**src/rtl/muldiv_divider.sv**
```systemverilog
// muldiv_divider: iterative RV32M divide unit (DIV/DIVU/REM/REMU).
// Restoring division on operand magnitudes, one quotient bit per cycle.
// Divide-by-zero and signed overflow bypass the iteration loop.
module muldiv_divider #(
    parameter int DATA_WIDTH = 32
) (
    input  logic                  clk,
    input  logic                  rst_n,
    input  logic                  Start,
    input  logic [1:0]            DivOp,
    input  logic [DATA_WIDTH-1:0] SrcA,
    input  logic [DATA_WIDTH-1:0] SrcB,
    input  logic                  Flush,
    output logic                  Busy,
    output logic                  Done,
    output logic [DATA_WIDTH-1:0] Result
);
    localparam int W  = DATA_WIDTH;
    localparam int CW = $clog2(DATA_WIDTH);

    typedef enum logic [1:0] {IDLE, CALC, FINISH} state_t;

    state_t        state;
    logic [CW-1:0] cnt;
    logic [W-1:0]  quo;       // dividend shifts out the top, quotient shifts in the bottom
    logic [W-1:0]  rem;
    logic [W-1:0]  dvs;
    logic          is_rem;
    logic          neg_q;
    logic          neg_r;
    logic          special;
    logic [W-1:0]  spec_res;

    logic          signed_op, a_neg, b_neg, div_zero, ovf;
    logic [W-1:0]  a_abs, b_abs, spec_val, q_fix, r_fix;
    logic [W:0]    trial, diff;
    logic          ge;

    // Operand decode and special-case detection at capture time
    always_comb begin
        signed_op = ~DivOp[0];
        a_neg     = signed_op & SrcA[W-1];
        b_neg     = signed_op & SrcB[W-1];
        a_abs     = a_neg ? -SrcA : SrcA;
        b_abs     = b_neg ? -SrcB : SrcB;
        div_zero  = (SrcB == '0);
        ovf       = signed_op && (SrcA == {1'b1, {(W-1){1'b0}}}) && (SrcB == {W{1'b1}});
        // Overflow quotient equals the dividend (most negative value)
        if (div_zero) spec_val = DivOp[1] ? SrcA : {W{1'b1}};
        else          spec_val = DivOp[1] ? '0   : SrcA;
    end

    // One restoring step: shift in next dividend bit, subtract if it fits
    always_comb begin
        trial = {rem, quo[W-1]};
        diff  = trial - {1'b0, dvs};
        ge    = ~diff[W];
        q_fix = neg_q ? -quo : quo;
        r_fix = neg_r ? -rem : rem;
    end

    // Control FSM with registered Busy/Done/Result
    always_ff @(posedge clk or negedge rst_n) begin
        if (!rst_n) begin
            state    <= IDLE;
            cnt      <= '0;
            quo      <= '0;
            rem      <= '0;
            dvs      <= '0;
            is_rem   <= 1'b0;
            neg_q    <= 1'b0;
            neg_r    <= 1'b0;
            special  <= 1'b0;
            spec_res <= '0;
            Busy     <= 1'b0;
            Done     <= 1'b0;
            Result   <= '0;
        end else if (Flush) begin
            state <= IDLE;
            cnt   <= '0;
            Busy  <= 1'b0;
            Done  <= 1'b0;
        end else begin
            case (state)
                IDLE: begin
                    // Busy still high here means this is the Done cycle: Start is ignored
                    Done <= 1'b0;
                    Busy <= 1'b0;
                    if (Start && !Busy) begin
                        Busy     <= 1'b1;
                        cnt      <= '0;
                        quo      <= a_abs;
                        rem      <= '0;
                        dvs      <= b_abs;
                        is_rem   <= DivOp[1];
                        neg_q    <= a_neg ^ b_neg;
                        neg_r    <= a_neg;
                        special  <= div_zero | ovf;
                        spec_res <= spec_val;
                        state    <= (div_zero | ovf) ? FINISH : CALC;
                    end
                end
                CALC: begin
                    quo <= {quo[W-2:0], ge};
                    rem <= ge ? diff[W-1:0] : trial[W-1:0];
                    cnt <= cnt + 1'b1;
                    if (cnt == CW'(W-1)) state <= FINISH;
                end
                FINISH: begin
                    if (special)     Result <= spec_res;
                    else if (is_rem) Result <= r_fix;
                    else             Result <= q_fix;
                    Done  <= 1'b1;
                    state <= IDLE;
                end
                default: state <= IDLE;
            endcase
        end
    end
endmodule
```
**config.mk**
```make
export PLATFORM = sky130hd
export DESIGN_NAME = muldiv_divider
export DESIGN_NICKNAME = d
export VERILOG_FILES = /design/src/rtl/muldiv_divider.sv
export SDC_FILE = /design/constraint.sdc
export NUM_CORES = 1
export LEC_CHECK = 0
export CORE_ASPECT_RATIO = 0.7
export CORE_MARGIN = 10
export CORE_UTILIZATION = 58
export CTS_BUF_LIST = sky130_fd_sc_hd__clkbuf_8
export CTS_CLUSTER_DIAMETER = 40
export DETAILED_ROUTE_END_ITERATION = 16
export GPL_TIMING_DRIVEN = 1
export PLACE_DENSITY_LB_ADDON = 0.25
export SLEW_MARGIN = 20
export SYNTH_ARGS = -nofsm -noshare
export SYNTH_HDL_FRONTEND = slang
export SYNTH_SLANG_ARGS = --single-unit
```
**constraint.sdc**
```tcl
create_clock -name clk -period 8.94 [get_ports clk]
set_clock_uncertainty 0.2 [all_clocks]
set_input_delay 0.894 -clock clk [delete_from_list [all_inputs] [get_ports clk]]
set_output_delay 0.894 -clock clk [all_outputs]
set_load 0.05 [all_outputs]
```
==> results of run 1 <==
-- cell type report --
cell class | count | area, µm²
multi-input combinational | 1187 | 7250
fill | 1805 | 6940
sequential | 173 | 4330
timing repair buffer | 117 | 1140
tap | 276 | 345
clock buffer | 19 | 262
clock inverter | 12 | 219
inverter | 57 | 214
-- cell usage in the layout, fill, tap and decap left out, types with 10 or more instances in the layout --
master             n
buf_4             14
o31ai_1           29
nand4_1           15
nand2_1          224
nor3_1            21
ha_1              39
xnor2_1           79
o211ai_1          12
dfrtp_1          172
nand2b_1          14
o41ai_1           10
xor2_1            62
nor2_1           123
a211oi_1          20
o221ai_1          10
nor4_1            12
o21ai_0          167
nand3_1           17
clkdlybuf4s50_1  102
a31oi_1           14
mux2i_1           33
clkbuf_8          19
or4_1             14
a21oi_1          107
inv_1             59
o21ai_1           32
or3_1             20
-- routing by layer --
metal  wire length [µm]  vias to the layer above  GRT usage
met1              15300                     5337      0.342
met2              15000                      343      0.374
met5                  0                        -          0
met3               2280                       36     0.0532
met4                444                        0     0.0529
li1                   -                     5426          -
-- cells by family after synthesis --
group                    Yosys count
adder cells (fa/ha/maj)           40
multiplexers                      34
flip-flops                       173
XOR/XNOR                         141
AO/OA/AOI/OAI                    466
AND/OR/NAND/NOR                  506
buffers and inverters            143
-- worst paths after layout --
kind,startpoint,slack (ns),cells after the start,to
worst min-delay path,dvs[21],0.29,2,dvs[21]
min in group asynchronous,rst_n,0.34,1,dvs[26]
worst max register to register,quo[31],4.86,12,rem[16]
worst max-delay path,SrcB[2],4.76,9,spec_res[12]
worst min register to register,dvs[21],0.29,2,dvs[21]
max in group asynchronous,rst_n,6.68,2,is_rem
-- where the power goes --
group	internal, W	switching (W)	total, W
clock network	0.000373	0.000295	0.000668
registers	0.00108	0.000346	0.00143
logic	0.00112	0.00180	0.00292
-- state kept, by name, indices dropped and copies added (netlist names) --
register / flops
rem: 32
state: 2
Busy: 1
special: 1
quo: 32
is_rem: 1
dvs: 32
Result: 32
spec_res: 32
neg_q: 1
cnt: 5
neg_r: 1
Done: 1
-- cells in the mapped netlist, types with 12 or more instances --
master / number / area share
nand2_1: 225 / 0.069
dfrtp_1: 173 / 0.36
o21ai_0: 167 / 0.069
nor2_1: 123 / 0.038
a21oi_1: 107 / 0.044
xnor2_1: 79 / 0.057
clkbuf_1: 71 / 0.022
xor2_1: 62 / 0.045
inv_1: 57 / 0.018
ha_1: 39 / 0.040
mux2i_1: 33 / 0.027
o21ai_1: 32 / 0.013
o31ai_1: 29 / 0.018
nor3_1: 21 / 0.0086
or3_1: 21 / 0.011
a211oi_1: 20 / 0.012
nand3_1: 17 / 0.0070
nand2b_1: 15 / 0.0077
nand4_1: 15 / 0.0077
a31oi_1: 14 / 0.0072
or4_1: 14 / 0.0086
nor4_1: 13 / 0.0067
o211ai_1: 12 / 0.0074
-- critical path: stages --
cell	delay, ns
clkdlybuf4s50_1	0.50
or3_1	0.46
nor3b_2	0.42
nand3_1	0.31
nor2_1	0.27
nand4b_1	0.29
nand2_1	0.15
nand2_1	0.62
o21ai_0	0.43
-- per-stage QoR --
stage	setup WS [ns]	util	hold slack, ns	cell area, µm²	std cells
floorplan	5.80	-	0.250	12200	1503
global placement	4.49	0.641	0.261	13300	1810
detailed placement	4.39	0.641	0.271	13300	1810
CTS	4.88	0.665	0.292	13800	1841
global route	4.56	0.665	0.312	13800	1841
finish	4.76	0.665	0.287	13800	1841
==> results_dict.tcl, run 1 <==
set metrics [dict create \
    status "complete, no violations" \
    cts_buffers 17 \
    die-area_um2 27300 \
    max_clock_freq_mhz 239 \
    fp-row-count 44 \
    total_power_w 0.00501 \
    fp.coreArea_um2 20700 \
    routedWlPerCell_um 17.9 \
    n_antenna_cell 0 \
    drv_cap 0 \
    routed_wirelength_mm 33.0 \
    synth_compound_area_frac 0.232 \
    cts_htree_levels 4 \
    drive_gt1_frac 0.0479 \
    vias_per_cell 6.05 \
    grt_overflow_total 0 \
    hold_violations 0 \
    ys_warn_count 0 \
    grt_max_degree 103 \
    drc 0 \
    grtUsageTotal 0.243 \
    grt_pass1_vias 10600 \
    area_growth_pct 13.1 \
    synthMuxAreaShare 0.0281 \
    die_y_um 141 \
    cts_tree "yes" \
    slew_violations 0 \
    synth_nets 1613 \
    synthCells 1503 \
    setup_viol 0 \
    crit_path_end_kind "flip-flop" \
    start_util 0.588 \
    grt_pass1_wl_mm 54.1 \
    nNetsFinal 1663 \
    root_buffer "clkbuf_8" \
    ctsHoldBuffers 0 \
    synth_top_family_by_area "compound AO/OA/AOI/OAI gates" \
    syn_area_per_cell_um2 8.09 \
    num_io_pins 104 \
    min_path_type "flip-flop to flip-flop" \
    synth_edf_count 0 \
    powerDensity_nw_per_um2 364 \
    synth_xor_area_frac 0.102 \
    crit_required_ns 9.11 \
    ir_drop_mv 0.198 \
    worst_pin_slew_ns 1.05 \
    min_period_ns 4.18 \
    dr.first_iter.drc_count 1006 \
    p_leak_nw 5.86 \
    seq_area_frac_synth 0.356 \
    hpwlAfterDp_mm 24.6 \
    dr.pass1.iters 7 \
    finalSetupTns_ns 0 \
    route.antenna.remaining_nets 0 \
    timing.slew.headroom 0.297 \
    ctsResizeCount 0 \
    io_buffers 103 \
    cts_buffer_depth 2 \
    postCtsSetupRepairBufs 0 \
    gp_congestion 0.919 \
    synthFlopType "dfrtp_1" \
    start_kind "primary input" \
    crit_arrival_ns 4.35 \
    ys_types 76 \
    finalCritPeriodShare 0.467 \
    path_class "primary input to flip-flop" \
    worstSkewPairLatency_ns 0.48 \
    synth_simple_gate_area_frac 0.192 \
    die_x_um 193 \
    rsz0062_at_grt "no" \
    cp_max_fo 32 \
    antenna_found_initial 0 \
    ys_ff_latch 173 \
    synthArstFlopShare 1.00 \
    syn-cell-area_um2 12200 \
    num_vias 11100 \
    path_clk_slew_ns 0.09 \
    synth_fa_ha_area_frac 0.0418 \
    cts_sinks 173 \
]
(Power assumes the default switching activity.)
==> run 2: changes to the inputs <==
- CORE_UTILIZATION: 58 -> 55
- clock period: 8.94 -> 3.5 ns (I/O delays scaled with it)
==> results_dict.tcl, run 2 (synthesized netlist as in run 1, its figures left out) <==
set metrics [dict create \
    grt_max_degree 99 \
    finalSetupTns_ns 0 \
    rsz0062_at_grt "no" \
    fin_area_um2 14200 \
    multi_input_area_um2 7270 \
    vias_per_cell 5.99 \
    setup_viol 0 \
    num_io_pins 104 \
    fp-row-count 45 \
    cts_htree_levels 4 \
    path_clk_slew_ns 0.09 \
    hold_ws_ns 0.258 \
    fin_ws_ns 0.176 \
    cts_sinks 173 \
    worstSkewPairLatency_ns 0.49 \
    start_util 0.560 \
    fin_util 0.651 \
    root_buffer "clkbuf_8" \
    fill_cells 1862 \
    grt_pass1_wl_mm 55.6 \
    n_antenna_cell 0 \
    hpwlAfterDp_mm 25.4 \
    crit_path_end_kind "flip-flop" \
    r2r-start "rem[16]" \
    nNetsFinal 1704 \
    grtUsageTotal 0.241 \
    min_path_type "primary input to asynchronous set/reset pin" \
    cts_buffers 17 \
    timing.rr.end "rem[6]" \
    max_clock_freq_mhz 301 \
    io_buffers 103 \
    crit_arrival_ns 3.50 \
    drc 0 \
    timing.slew.headroom 0.338 \
    grt_overflow_total 0 \
    p_leak_nw 6.08 \
    powerDensity_nw_per_um2 933 \
    start_kind "flip-flop" \
    cts_tree "yes" \
    drv_cap 0 \
    final_common_cell "nand2_1" \
    finalCritPeriodShare 0.950 \
    routed_wirelength_mm 34.3 \
    dp_worst_setup_slack_ns 0.154 \
    dr.pass1.iters 5 \
    dpl_cell_area_um2 13600 \
    cp_max_fo 19 \
    status "complete, no violations" \
    path_class "flip-flop to flip-flop" \
    fp.coreArea_um2 21700 \
    die-area_um2 28600 \
    die_x_um 198 \
    hold_violations 0 \
    antenna_found_initial 0 \
    register_area_um2 4330 \
    routedWlPerCell_um 18.2 \
    crit_required_ns 3.67 \
    worst_pin_slew_ns 0.993 \
    dr.first_iter.drc_count 1064 \
    cts_buffer_depth 2 \
    drive_gt1_frac 0.0728 \
    min_period_ns 3.32 \
    reg2reg_depth 10 \
    ir_drop_mv 0.466 \
    slew_violations 0 \
    rrSetupSlack_ns 0.18 \
    route.antenna.remaining_nets 0 \
    final_cell_mix "nand2_1, dfrtp_1, o21ai_0" \
    grt_pass1_vias 10700 \
    num_vias 11300 \
    die_y_um 144 \
    crit_start "rem[16]" \
    area_growth_pct 16.4 \
    gp_congestion 0.883 \
]
## run 2: changes by cell type in the layout (fill, tap and decap cells not counted), moves of 2 or more
cell        delta
buf_4         +35
clkinvlp_4     +2
clkinv_4       -3
buf_12         +5
## run 2: timing repair
item	in CTS	in global routing
endpoints found under the hold margin	71	0
endpoints found under the setup margin	0	24
resized for setup	0	4
hold buffers	1	0
setup buffers	0	0
## run 2: report_power, final
group | switching [W] | internal (W)
clock | 0.000769 | 0.000952
combinational | 0.00477 | 0.00313
sequential | 0.000827 | 0.00276
## run 2: metrics by stage
| stage | std cells | power, W |
|---|---|---|
| CTS | 1889 | 0.0131 |
| finish | 1889 | 0.0132 |
| floorplan | 1503 | 0.00909 |
| global placement | 1856 | 0.0112 |
| detailed placement | 1856 | 0.0113 |
| global route | 1889 | 0.0143 |
## run 2: cell type report
class	instances	share of cell area
Sequential cell	173	0.306
Clock inverter	13	0.0156
Inverter	57	0.0151
Clock buffer	19	0.0185
Timing Repair Buffer	158	0.107
Multi-Input combinational cell	1187	0.513
Tap cell	282	0.0249
## run 2: worst max-delay path, stage by stage (launching register included)
cell and delay [ns]:
dfrtp_1 0.47, ha_1 0.46, o211a_1 0.23, a211oi_2 0.10
or4_1 0.56, a31oi_1 0.20, or3_1 0.22, and2_1 0.25
buf_12 0.21, mux2i_1 0.20, o21ai_0 0.09
## run 2: layer usage
metal  wire, µm  GRT usage
met1      16200      0.338
met2      15500      0.371
met3       2240     0.0494
met4        475     0.0601
met5          0          0
## run 2: worst max-delay path by stage
stage                        end  cells after the start
floorplan                rem[15]                     13
global placement         quo[31]                      9
detailed placement  spec_res[14]                      9
CTS                       rem[4]                     10
global route              rem[9]                     10
finish                    rem[6]                     10
==> patch 1 (flow settings as in run 2) <==
Set the parameter `DATA_WIDTH` to 64 (it was 32).
--- a/src/rtl/muldiv_divider.sv
+++ b/src/rtl/muldiv_divider.sv
@@ -4,3 +4,3 @@
 module muldiv_divider #(
-    parameter int DATA_WIDTH = 32
+    parameter int DATA_WIDTH = 64
 ) (
Ports: changed (resized Result, SrcA and SrcB); port bits go from 104 to 200. No check against the original RTL was run, so the function may have changed too.
==> patch 1 against run 2 <==
Wire length increased to 2.6 times the old value. Setup slack got worse by 390 ps. Design area rose by 130%. The flow now finishes with violations (negative setup slack). Largest cell class unchanged. Total power rose by 110%. Hold slack got worse by 220 ps. Sequential cell count rose by 161. Synthesized area increased by 100%. Critical endpoint is now rem[19]. Critical path type unchanged.
==> patch 1: results (changes against run 2) <==
| Metric | Value |
|---|---|
| Worst-Margin Slew | `1023 ps (+29.76 ps)` |
| Failing checks | `negative setup slack` |
| Number of DRC markers in iteration 0 | `3,221 (+200%)` |
| Metal3 WL | `8801 µm (+290%)` |
| Post-synthesis mux area share | `2.591% (-0.22 points)` |
| Largest net degree at the start of global routing | `165 (+67%)` |
| Clock transition at the registers of the reported paths | `60 ps (-30 ps)` |
| Status | `finished, violations left` |
| Number of non-clock buffers | `664 (+320%)` |
| Cell Pwr Density | `886.4 nW/µm² (-5.0%)` |
| H-Tree Depth | `2 (-2)` |
| Layout clock buffers | `66 (+47)` |
| Drt via density | `6.151 (+2.7%)` |
| WL met1 | `38,540 µm (+140%)` |
| Setup TNS | `-7654 ps (-7654 ps)` |
| DP Worst Slack | `-479.5 ps (-633.2 ps)` |
| First-pass GRT wire length | `140,500 µm (+150%)` |
| IO Port Bufs | `199 (+93%)` |
| Setup violators final | `66 (+66)` |
| Combinational logic power | `18.3 mW (+130%)` |
| Worst skew pair latency | `650 ps (+160 ps)` |
| Gpl congestion | `0.9779 (+11%)` |
| Non-clk buf share | `17.98% (+7.3 points)` |
| CTS Buf Count | `57 (+40)` |
| Fillers | `3,425 (+84%)` |
| Synth cell count leaders | `442 x nand2_1, 427 x o21ai_0, 334 x dfrtp_1, 275 x nor2_1, 254 x a21oi_1` |
| Compound-gate portion of the synthesized area | `23.70% (+0.54 points)` |
| Worst setup margin | `-216.0 ps (-392.4 ps)` |
| Synth area leaders | `dfrtp_1 34%, o21ai_0 8.8%, nand2_1 6.8%, xnor2_1 5.7%, a21oi_1 5.2%` |
| Placed Area | `29,940 µm² (+120%)` |
| Antenna violations before repair | `2 (+2)` |
| GRT Overall Usage | `32.48% (+8.4 points)` |
| Routed wl met2 | `39,930 µm (+160%)` |
-- patch 1: worst paths after layout --
path | endpoint | start | depth (start not counted) | slack, ps
worst max-delay path | rem[19] | quo[63] | 15 | -220
worst min-delay path | rem[2] | rst_n | 2 | 40
worst max register to register | rem[19] | quo[63] | 15 | -220
worst min register to register | Result[20] | Result[20] | 2 | 270
max in group asynchronous | is_rem | rst_n | 3 | 2160
min in group clk | spec_res[26] | SrcA[26] | 3 | 170
-- patch 1: metal layers --
layer / track usage (%) / vias to the layer above
li1: - / 12106
met1: 44.72 / 12667
met2: 49.68 / 1326
met3: 7.205 / 219
met4: 11.11 / 2
met5: 0 / -
-- patch 1: critical path, stage by stage (launching register included) --
cell and delay, ps:
dfrtp_1 390, inv_2 90, ha_4 140, fa_2 220
nor2b_2 60, o2111ai_2 210, a21oi_2 100, a311oi_2 280
o31ai_1 120, buf_4 180, o21ba_4 250, or4_4 550
nand3_4 270, buf_12 180, mux2i_1 230, o21ai_1 80
==> patch 2 (flow settings as in run 2) <==
Made on the original files. The 3 states of `state_t` get a one-hot encoding in 3 bits.
--- a/src/rtl/muldiv_divider.sv
+++ b/src/rtl/muldiv_divider.sv
@@ -20,3 +20,3 @@
 
-    typedef enum logic [1:0] {IDLE, CALC, FINISH} state_t;
+    typedef enum logic [2:0] {IDLE = 3'b001, CALC = 3'b010, FINISH = 3'b100} state_t;
 
Formal check against the unedited RTL: same outputs for any inputs over 4 cycles, from zero or initial values and one cycle with rst_n low; so few cycles prove little.
==> patch 2 against run 2 <==
Setup slack lost 110 ps. Design area rose by 2.7%. Hold slack lost 40 ps. Critical endpoint is now Result[25]. Critical path type unchanged. Wire length rose by 12%. Synthesized area shrank 0.84%. Cell count up 2.6%. Critical path depth shrank 1. Sequential cell count is 1 higher. Global-route usage rose by 2.7 points.
Power is not compared: it rests on default switching activity, and its combinational part moved more than twofold at a synthesized area within 25%.
==> patch 2: results (changes against run 2) <==
| Metric | Value |
|---|---|
| F_max | `291.0 MHz (-3.3%)` |
| Status | `finished clean` |
| First-pass GRT wire length | `60,050 µm (+7.9%)` |
| Slew margin rel. | `47.66% (+14 points)` |
| Synth cell count leaders | `214 x o21ai_0, 206 x nand2_1, 173 x dfrtp_1, 113 x a21oi_1, 92 x nor2_1` |
| Post-Synthesis Net Count | `1,610 (-0.19%)` |
| DP HPWL | `28,790 µm (+13%)` |
| Hold WS | `217.9 ps (-40.31 ps)` |
| Number of DRC markers in iteration 0 | `1,128 (+6.0%)` |
| Nets | `1,753 (+2.9%)` |
| Crit-path max FO | `5 (-14)` |
| Largest net degree at the start of global routing | `80 (-19%)` |
| Fraction of area in multi-input gates | `49.83% (-1.5 points)` |
| Cts repair resizes | `2 (+2)` |
| Metal3 WL | `4121 µm (+84%)` |
| Number of non-clock buffers | `214 (+35%)` |
| Clock network area share | `2.953% (-0.45 points)` |
| Share of cells above drive strength 1 | `11.05% (+3.8 points)` |
| Layout clock buffers | `18 (-1)` |
| Synth Area in XOR/XNOR | `10.24% (+0.086 points)` |
| Sinks on the clock net | `174 (+0.58%)` |
| Met2 usage | `37.79% (+0.71 points)` |
| Synth unique cells | `60 (-21%)` |
| Compound-gate portion of the synthesized area | `24.80% (+1.6 points)` |
| WL met1 | `17,730 µm (+9.8%)` |
| Synth area leaders | `dfrtp_1 36%, o21ai_0 8.9%, nand2_1 6.4%, xor2_1 5.4%, xnor2_1 4.8%` |
| GRT Overall Usage | `26.80% (+2.7 points)` |
| Reg2Reg Launch Point | `rem[10]` |
patch 2: worst max-delay path: stages (launching register included):
cell	delay [ps]
dfrtp_2	460
or4_4	590
or4_4	440
or2_4	300
or4_4	560
o31ai_4	200
xor2_1	190
a21oi_1	100
o21ai_1	170
nand3_1	100
patch 2: through the flow:
stage / instances / TNS (ps) / utilization (%) / total power [mW] / area (µm²)
6_report: 1938 / 0 / 67.21 / 7.407 / 14530
5_1_grt: 1938 / -65.90 / 67.21 / 7.889 / 14530
4_1_cts: 1933 / 0 / 66.55 / 7.261 / 14390
3_5_place_dp: 1900 / -87.14 / 64.49 / 5.693 / 13940
3_3_place_gp: 1900 / 0 / 64.49 / 5.612 / 13940
2_1_floorplan: 1500 / 0 / - / 4.675 / 12060
patch 2: worst min path at each step:
stage,cells after the start,endpoint
4_1_cts,2,rem[14]
5_1_grt,2,rem[5]
6_report,2,rem[5]
3_3_place_gp,1,rem[5]
3_5_place_dp,1,rem[14]
2_1_floorplan,0,Busy
